$ cat config.mk
export PLATFORM = sky130hd
export DESIGN_NAME = uart_rx
export DESIGN_NICKNAME = d
export VERILOG_FILES = /design/src/rtl/uart_rx.sv
export SDC_FILE = /design/constraint.sdc
export NUM_CORES = 1
export LEC_CHECK = 0
export ABC_AREA = 1
export CAP_MARGIN = 30
export CORE_MARGIN = 2
export CORE_UTILIZATION = 55
export CTS_CLUSTER_DIAMETER = 40
export CTS_CLUSTER_SIZE = 28
export DETAILED_ROUTE_END_ITERATION = 6
export PLACE_DENSITY = 0.77
export SYNTH_ARGS = -nofsm -noshare
export SYNTH_HDL_FRONTEND = slang
export SYNTH_SLANG_ARGS = --single-unit
$ cat constraint.sdc
create_clock -name clk -period 1.6 [get_ports clk]
set_input_delay 0.32 -clock clk [delete_from_list [all_inputs] [get_ports clk]]
set_output_delay 0.32 -clock clk [all_outputs]
set_load 0.02 [all_outputs]
$ cat src/rtl/uart_rx.sv
// 8N1 UART receiver: 2-flop synchronizer, mid-bit sampling driven by a
// realignable baud counter, and a one-entry valid/ready holding register.

// Baud counter: wraps every C clocks; 'half' realigns it to mid-bit.
module uart_baud #(
  parameter int unsigned CLOCK_HZ  = 50000000,
  parameter int unsigned BAUD_RATE = 115200
) (
  input  logic clk,
  input  logic resetn,
  input  logic half,
  output logic tick
);
  localparam int unsigned C  = CLOCK_HZ / BAUD_RATE;
  localparam int unsigned CW = (C > 2) ? $clog2(C) : 1;

  logic [CW-1:0] cnt_q;

  assign tick = (cnt_q == CW'(C - 1));

  // Free-running bit-period counter, reloaded to C/2 on a start edge.
  always_ff @(posedge clk or negedge resetn) begin
    if (!resetn)   cnt_q <= '0;
    else if (half) cnt_q <= CW'(C / 2);
    else if (tick) cnt_q <= '0;
    else           cnt_q <= cnt_q + 1'b1;
  end
endmodule

module uart_rx #(
  parameter int unsigned CLOCK_HZ  = 50000000,
  parameter int unsigned BAUD_RATE = 115200
) (
  input  logic       clk,
  input  logic       resetn,
  input  logic       rx,
  output logic [7:0] data,
  output logic       valid,
  input  logic       ready,
  output logic       busy,
  output logic       frame_err,
  output logic       overrun
);
  typedef enum logic [1:0] {IDLE, START, DATA, STOP} state_t;

  state_t     state_q;
  logic       rx_meta_q, rx_s_q, rx_q;
  logic [2:0] bit_idx_q;
  logic [7:0] shift_q;
  logic       fall;
  logic       half;
  logic       tick;

  assign fall = rx_q && !rx_s_q;
  assign half = (state_q == IDLE) && fall;
  assign busy = (state_q != IDLE);

  uart_baud #(
    .CLOCK_HZ (CLOCK_HZ),
    .BAUD_RATE(BAUD_RATE)
  ) u_baud (
    .clk   (clk),
    .resetn(resetn),
    .half  (half),
    .tick  (tick)
  );

  // Two-flop synchronizer plus one delay flop for falling-edge detection.
  always_ff @(posedge clk or negedge resetn) begin
    if (!resetn) begin
      rx_meta_q <= 1'b1;
      rx_s_q    <= 1'b1;
      rx_q      <= 1'b1;
    end else begin
      rx_meta_q <= rx;
      rx_s_q    <= rx_meta_q;
      rx_q      <= rx_s_q;
    end
  end

  // Receive FSM, shift register, holding register and error pulses.
  always_ff @(posedge clk or negedge resetn) begin
    if (!resetn) begin
      state_q   <= IDLE;
      bit_idx_q <= '0;
      shift_q   <= '0;
      data      <= '0;
      valid     <= 1'b0;
      frame_err <= 1'b0;
      overrun   <= 1'b0;
    end else begin
      frame_err <= 1'b0;
      overrun   <= 1'b0;
      // Drain first; a delivery in the STOP branch below overrides it.
      if (valid && ready) valid <= 1'b0;
      case (state_q)
        IDLE: begin
          if (fall) state_q <= START;
        end
        START: begin
          if (tick) begin
            if (!rx_s_q) begin
              state_q   <= DATA;
              bit_idx_q <= '0;
            end else begin
              state_q <= IDLE;
            end
          end
        end
        DATA: begin
          if (tick) begin
            shift_q <= {rx_s_q, shift_q[7:1]};
            if (bit_idx_q == 3'd7) state_q <= STOP;
            else                   bit_idx_q <= bit_idx_q + 3'd1;
          end
        end
        STOP: begin
          if (tick) begin
            state_q <= IDLE;
            if (rx_s_q) begin
              if (!valid || ready) begin
                data  <= shift_q;
                valid <= 1'b1;
              end else begin
                overrun <= 1'b1;
              end
            end else begin
              frame_err <= 1'b1;
            end
          end
        end
        default: state_q <= IDLE;
      endcase
    end
  end
endmodule

# --- Yosys cells after proc, flatten, opt, wreduce, memory -nomap -nowiden ---
# Index checks and enable logic that the tools add are counted.
totals:
  out_inout_bits: 12
  regBits: 36
op_classes:
  mux: 26
  n_reduce_logical: 13
  addsub: 2
  n_eq_ne: 12
ops:
  columns: ["cell", "count"]
  rows:
  - ["9-bit two-way mux", 2]
  - ["2-bit != test, second input constant", 7]
  - ["1-bit two-way mux", 12]
  - ["2-bit two-way mux", 6]
  - ["3-bit two-way mux", 4]
  - ["5-bit AND reduction", 2]
  - ["9-bit by 1-bit adder with 9-bit output, second input constant", 1]
  - ["9-bit equality test, second input constant", 1]
  - ["2-bit one-hot mux with 4 select lines", 1]
  - ["3-bit one-hot mux with 2 select lines", 1]
  - ["2-bit equality test, second input constant", 2]
  - ["4-bit AND reduction", 1]
  - ["2-bit nonzero test", 2]
  - ["3-bit by 1-bit adder with 3-bit output, second input constant", 1]
  - ["3-bit equality test, second input constant", 1]
  - ["1-bit logical AND", 3]
  - ["2-bit by 1-bit equality test with 1-bit output, second input constant", 1]
  - ["1-bit logical NOT", 2]
  - ["2-bit logical NOT", 1]
  - ["2-bit AND reduction", 1]
  - ["1-bit logical OR", 1]

# --- Logic depth before layout (Yosys ltp) ---
depth:
  depth_word: 6
  mapped_depth: 9
  depth_no_buf: 9

# --- By module ---
# Synthesis repeated with hierarchy kept, for this count alone.
unflattened:
  hier_cells: 194
  area_unflattened_um2: 1680.4
by_module_without_submodules:
  columns: ["mod", "area_per_inst_um2", "seq_area_each_um2", "instances", "cells_per_inst"]
  rows:
  - ["uart_rx", 1167.4, 679.4, 1, 125]
  - ["uart_baud", 513.0, 225.2, 1, 69]

# --- Least setup slack after synthesis ---
# Ideal clock, no wire load.
synth_timing:
  kind: "register to register"
  from: "register u_baud.cnt_q[1]"
  to: "register data[0]"
  stages_incl_launch_ff: 9
  path_buffers: 1
  setup_time_ns: 0.121
  slack_ns: 0.217
  required_ns: 1.479
  t_arrival_ns: 1.263
  cell_sequence: "dfrtp_1 > inv_1 > ha_1 > nand4_2 > nor2_8 > nand2_4 > buf_6 > o21ai_1 > nand2_1"
synth_between:
  elab_chain_cells: 2
synth_rtl:
  columns: ["item", "line_no", "source"]
  rows:
  - ["start: declaration", "17", "logic [CW-1:0] cnt_q;"]
  - ["start signal: assignment", "24", "else if (half) cnt_q <= CW'(C / 2);"]
  - ["start signal: assignment", "26", "else cnt_q <= cnt_q + 1'b1;"]
  - ["9-bit equality test", "19", "assign tick = (cnt_q == CW'(C - 1));"]
  - ["4-bit AND reduction (no source line)", null, null]
  - ["end signal: assignment", "122", "data <= shift_q;"]
  - ["end: declaration", "37", "output logic [7:0] data,"]
# Every way passes these cells.
# A chain may end at the register's enable or synchronous reset.

# --- Worst setup path in the final report ---
layout_timing:
  from: "register u_baud.cnt_q[1]"
  to: "register shift_q[2]"
layout_between:
  elab_chain_cells: 2
layout_rtl:
  columns: ["item", "line_no", "source"]
  rows:
  - ["9-bit equality test", "19", null]
  - ["2-bit AND reduction (no source line)", null, null]
  - ["end signal: assignment", "112", "shift_q <= {rx_s_q, shift_q[7:1]};"]
  - ["end: declaration", "49", "logic [7:0] shift_q;"]
# Every way passes these cells.

==> results <==
## state kept, by name, summed over array words and instances, names as in the netlist, named ones only
register / cells
data: 8
overrun: 1
valid: 1
state_q: 1
rx_q: 1
u_baud.cnt_q: 9
frame_err: 1
rx_meta_q: 1
shift_q: 8
rx_s_q: 1
bit_idx_q: 3
## routing by layer
metal | share of wire (%) | up-vias | track usage (%)
met4 | 1.3 | 0 | 5.84
met1 | 46 | 586 | 25.0
met5 | 0 | - | 0
li1 | - | 624 | -
met2 | 50 | 15 | 35.6
met3 | 2.8 | 5 | 7.25
## cell type report
class / count / area share [%]
inverters: 21 / 3.98
clock inverters: 3 / 2.11
well taps: 31 / 1.93
multi-input cells: 120 / 34.3
clock buffers: 5 / 1.86
repair buffers: 23 / 10.7
flip-flops and latches: 36 / 45.1
## layout by cell type (no fill, tap or decap), drive strengths merged, types with 6 or more instances in the layout
| master | instances |
|---|---|
| o21ai | 17 |
| nand3 | 8 |
| clkbuf | 6 |
| dfrtp | 33 |
| nand2 | 55 |
| nor2 | 20 |
| buf | 8 |
| dlygate4sd2 | 11 |
| inv | 18 |
## power breakdown
group	internal (mW)	switching [mW]	total, mW
Sequential	1.06	0.180	1.23
Clock	0.326	0.309	0.635
Combinational	0.281	0.427	0.708
Total	1.66	0.916	2.58
## worst min-delay path by stage
| stage | from | to | cells after the start | slack [ns] |
|---|---|---|---|---|
| 2_1_floorplan | resetn | asynchronous set/reset pin | 0 | 0.02 |
| 5_1_grt | resetn | bit_idx_q[1] | 2 | 0.35 |
| 3_3_place_gp | rx_meta_q | rx_s_q | 0 | 0.35 |
| 4_1_cts | resetn | u_baud.cnt_q[6] | 2 | 0.34 |
| 3_5_place_dp | rx_meta_q | rx_s_q | 0 | 0.35 |
| 6_report | resetn | u_baud.cnt_q[6] | 2 | 0.34 |
## stage by stage
stage / setup WS, ns / instances / instance area, um2
detailed placement: 0.0930 / 227 / 1860
floorplan: 0.217 / 179 / 1660
finish: 0.0707 / 239 / 2010
global route: 0.0000469 / 239 / 2010
CTS: -0.0426 / 235 / 1930
global placement: 0.138 / 227 / 1860
## kinds of logic (layout without fill, tap and decap cells)
| family | Yosys count | after routing | share of synthesized area [%] |
|---|---|---|---|
| AOI/OAI and AO/OA | 23 | 23 | 8.69 |
| xor gates and xnor gates | 3 | 3 | 1.59 |
| adders and majority gates | 4 | 4 | 3.02 |
| buffers and inverters | 23 | 52 | 6.20 |
| DFF | 36 | 36 | 54.6 |
| and+or+nand+nor | 90 | 90 | 25.8 |
## timing repair
item / CTS / global route
buffers inserted: 0 / 4
hold buffers: 0 / 0
resized for setup: 12 / 15
pin swaps: 0 / 3
setup endpoints to repair: 12 / 14
==> flow_results.xml <==
<?xml version="1.0" encoding="UTF-8"?>
<metrics>
  <group name="setup_path">
    <metric name="setup.worst_path.start_class" unit="">register</metric>
    <metric name="worst_path_largest_cell_delay" unit="ns">0.43</metric>
    <metric name="worstRegToRegCells" unit="">8</metric>
    <metric name="crit_type" unit="">reg -&gt; reg</metric>
    <metric name="worstSetupPathDepth" unit="">8</metric>
    <metric name="r2r_end" unit="">shift_q[2]</metric>
    <metric name="regToRegStartpoint" unit="">u_baud.cnt_q[1]</metric>
    <metric name="timing.critical_path.to" unit="">shift_q[2]</metric>
    <metric name="cp-end-kind" unit="">register</metric>
    <metric name="cp_max_fo" unit="">15</metric>
    <metric name="timing.critical_path.slowest_stage_cell" unit="">sky130_fd_sc_hd__dfrtp_1</metric>
    <metric name="crit_arrival" unit="ns">1.76</metric>
    <metric name="worst-endpoint-required" unit="ns">1.83</metric>
    <metric name="setup.worst_path.start" unit="">u_baud.cnt_q[1]</metric>
    <metric name="reg2reg_slack" unit="ns">0.07</metric>
    <metric name="critPathTopFamily" unit="">simple AND/OR/NAND/NOR gates</metric>
    <metric name="critPathBufInv" unit="">2</metric>
    <metric name="timing.critical_path.cells" unit="">inv_2 -&gt; ha_4 -&gt; nand4_4 -&gt; nor2_8 -&gt; buf_12 -&gt; nand2_4 -&gt; nor2_1 -&gt; a21oi_2</metric>
  </group>
  <group name="logic_synthesis">
    <metric name="synth.cell_area" unit="um2">1660</metric>
    <metric name="yosysSeqAreaShare" unit="%">54.6</metric>
    <metric name="ys_types" unit="">26</metric>
    <metric name="asyncSetResetFlopFracSynth" unit="%">100</metric>
    <metric name="postSynthAreaPerCell" unit="um2">9.25</metric>
    <metric name="netlist_instances" unit="">179</metric>
    <metric name="synth_area_leader_cell" unit="">sky130_fd_sc_hd__dfrtp_1</metric>
    <metric name="ys_top_cells_by_area" unit="">sky130_fd_sc_hd__dfrtp_1 (50%), sky130_fd_sc_hd__nand2_1 (11%), sky130_fd_sc_hd__dfstp_2 (4.8%), sky130_fd_sc_hd__inv_1 (4.1%), sky130_fd_sc_hd__nor2_1 (3.4%)</metric>
    <metric name="syn_nets" unit="">187</metric>
    <metric name="postSynthRegisterBits" unit="">36</metric>
    <metric name="synth_ff_type" unit="">sky130_fd_sc_hd__dfrtp_1</metric>
    <metric name="synthMostInstantiatedCell" unit="">sky130_fd_sc_hd__nand2_1</metric>
    <metric name="ys_top_cells_by_count" unit="">sky130_fd_sc_hd__nand2_1 (50), sky130_fd_sc_hd__dfrtp_1 (33), sky130_fd_sc_hd__inv_1 (18)</metric>
    <metric name="synth_top_cell_area_share" unit="%">49.9</metric>
    <metric name="yosysWarnings" unit="">0</metric>
    <metric name="synth_edf_count" unit="">0</metric>
  </group>
  <group name="placed_design">
    <metric name="post-dp-hpwl" unit="mm">2.22</metric>
    <metric name="gp_congestion" unit="">0.856</metric>
    <metric name="numPortBuffers" unit="">15</metric>
  </group>
  <group name="final_layout">
    <metric name="final_core_util" unit="%">71.8</metric>
    <metric name="final-seq-area" unit="um2">908</metric>
    <metric name="multiInputGateArea" unit="um2">691</metric>
    <metric name="nFillCells" unit="">210</metric>
    <metric name="layout_stage_area_growth_over_the_synthesis_result" unit="%">21.7</metric>
    <metric name="finish.net_count" unit="">215</metric>
    <metric name="post_route_cells_drive_above_1_share" unit="%">23.6</metric>
    <metric name="antenna_cells" unit="">0</metric>
  </group>
  <group name="floorplan">
    <metric name="io-pin-count" unit="">16</metric>
    <metric name="fp-row-count" unit="">19</metric>
    <metric name="start_util" unit="%">59.0</metric>
    <metric name="die_h" unit="um">58.9</metric>
    <metric name="core_area" unit="um2">2810</metric>
    <metric name="fp.dieW" unit="um">58.9</metric>
    <metric name="design.die.area" unit="um2">3460</metric>
  </group>
  <group name="detailed_routing">
    <metric name="route.detailed.vias_per_inst" unit="">5.15</metric>
    <metric name="drt_pass1_iterations" unit="">6</metric>
    <metric name="number_of_design_rule_violations_left_after_detail_routing" unit="">1</metric>
    <metric name="route.final.wire_length" unit="mm">3.12</metric>
    <metric name="ant_nets" unit="">0</metric>
    <metric name="routed-via-count" unit="">1230</metric>
    <metric name="drt-wirelength-per-cell" unit="um">13.0</metric>
    <metric name="drt_first_iter_violations" unit="">44</metric>
  </group>
  <group name="sta">
    <metric name="rsz0062_at_grt" unit="">no</metric>
    <metric name="min_period_over_period" unit="%">95.6</metric>
    <metric name="max_slew_margin" unit="%">84.9</metric>
    <metric name="setup_violation_total_in_the_final_timing_report" unit="">0</metric>
    <metric name="worst-slew-pin-transition" unit="ns">0.227</metric>
    <metric name="finalHoldViolations" unit="">0</metric>
    <metric name="finalHoldWorstSlack" unit="ns">0.340</metric>
    <metric name="setup_total_negative_slack" unit="ns">0</metric>
    <metric name="clock.fmax" unit="MHz">654</metric>
    <metric name="maxSlewViolCount" unit="">0</metric>
    <metric name="fin_crit" unit="ns">1.53</metric>
    <metric name="finalClockSkew" unit="ns">0.00730</metric>
  </group>
  <group name="cts">
    <metric name="clock_sinks" unit="">36</metric>
    <metric name="numCtsBuffers" unit="">5</metric>
    <metric name="ctsHtreeMaxLevel" unit="">2</metric>
    <metric name="clk_pin_slew_worst_paths" unit="ns">0.11</metric>
    <metric name="clock-root-buffer" unit="">sky130_fd_sc_hd__clkbuf_4</metric>
    <metric name="tritoncts" unit="">yes</metric>
    <metric name="clock_tree.buffer_depth" unit="">2</metric>
    <metric name="clk-insertion-delay-late" unit="ns">0.34</metric>
  </group>
  <group name="power_and_ir_drop">
    <metric name="peak_vdd_ir" unit="V">0.000762</metric>
    <metric name="static-leakage-power" unit="nW">1.10</metric>
    <metric name="report.power.total" unit="mW">2.58</metric>
    <metric name="power_per_cell_area" unit="nW/um2">1280</metric>
  </group>
  <group name="global_route">
    <metric name="global_route.usage.total" unit="%">20.8</metric>
    <metric name="grt_pass1_wl" unit="mm">5.26</metric>
    <metric name="number_of_global_route_vias_before_repair" unit="">1191</metric>
    <metric name="gr-total-overflow" unit="">0</metric>
    <metric name="grt_max_degree" unit="">37</metric>
    <metric name="number_of_antenna_violations_at_the_first_check_in_global_routing" unit="">0</metric>
  </group>
  <group name="outcome">
    <metric name="result_of_the_run" unit="">finished with violations</metric>
    <metric name="violations" unit="">design-rule violations</metric>
  </group>
  <group name="min_path">
    <metric name="holdCritPathClass" unit="">in -&gt; async</metric>
  </group>
  <group name="job">
    <metric name="timing.max_cap.violations" unit="">0</metric>
  </group>
</metrics>
No activity file was read; power rests on OpenSTA's default activity.
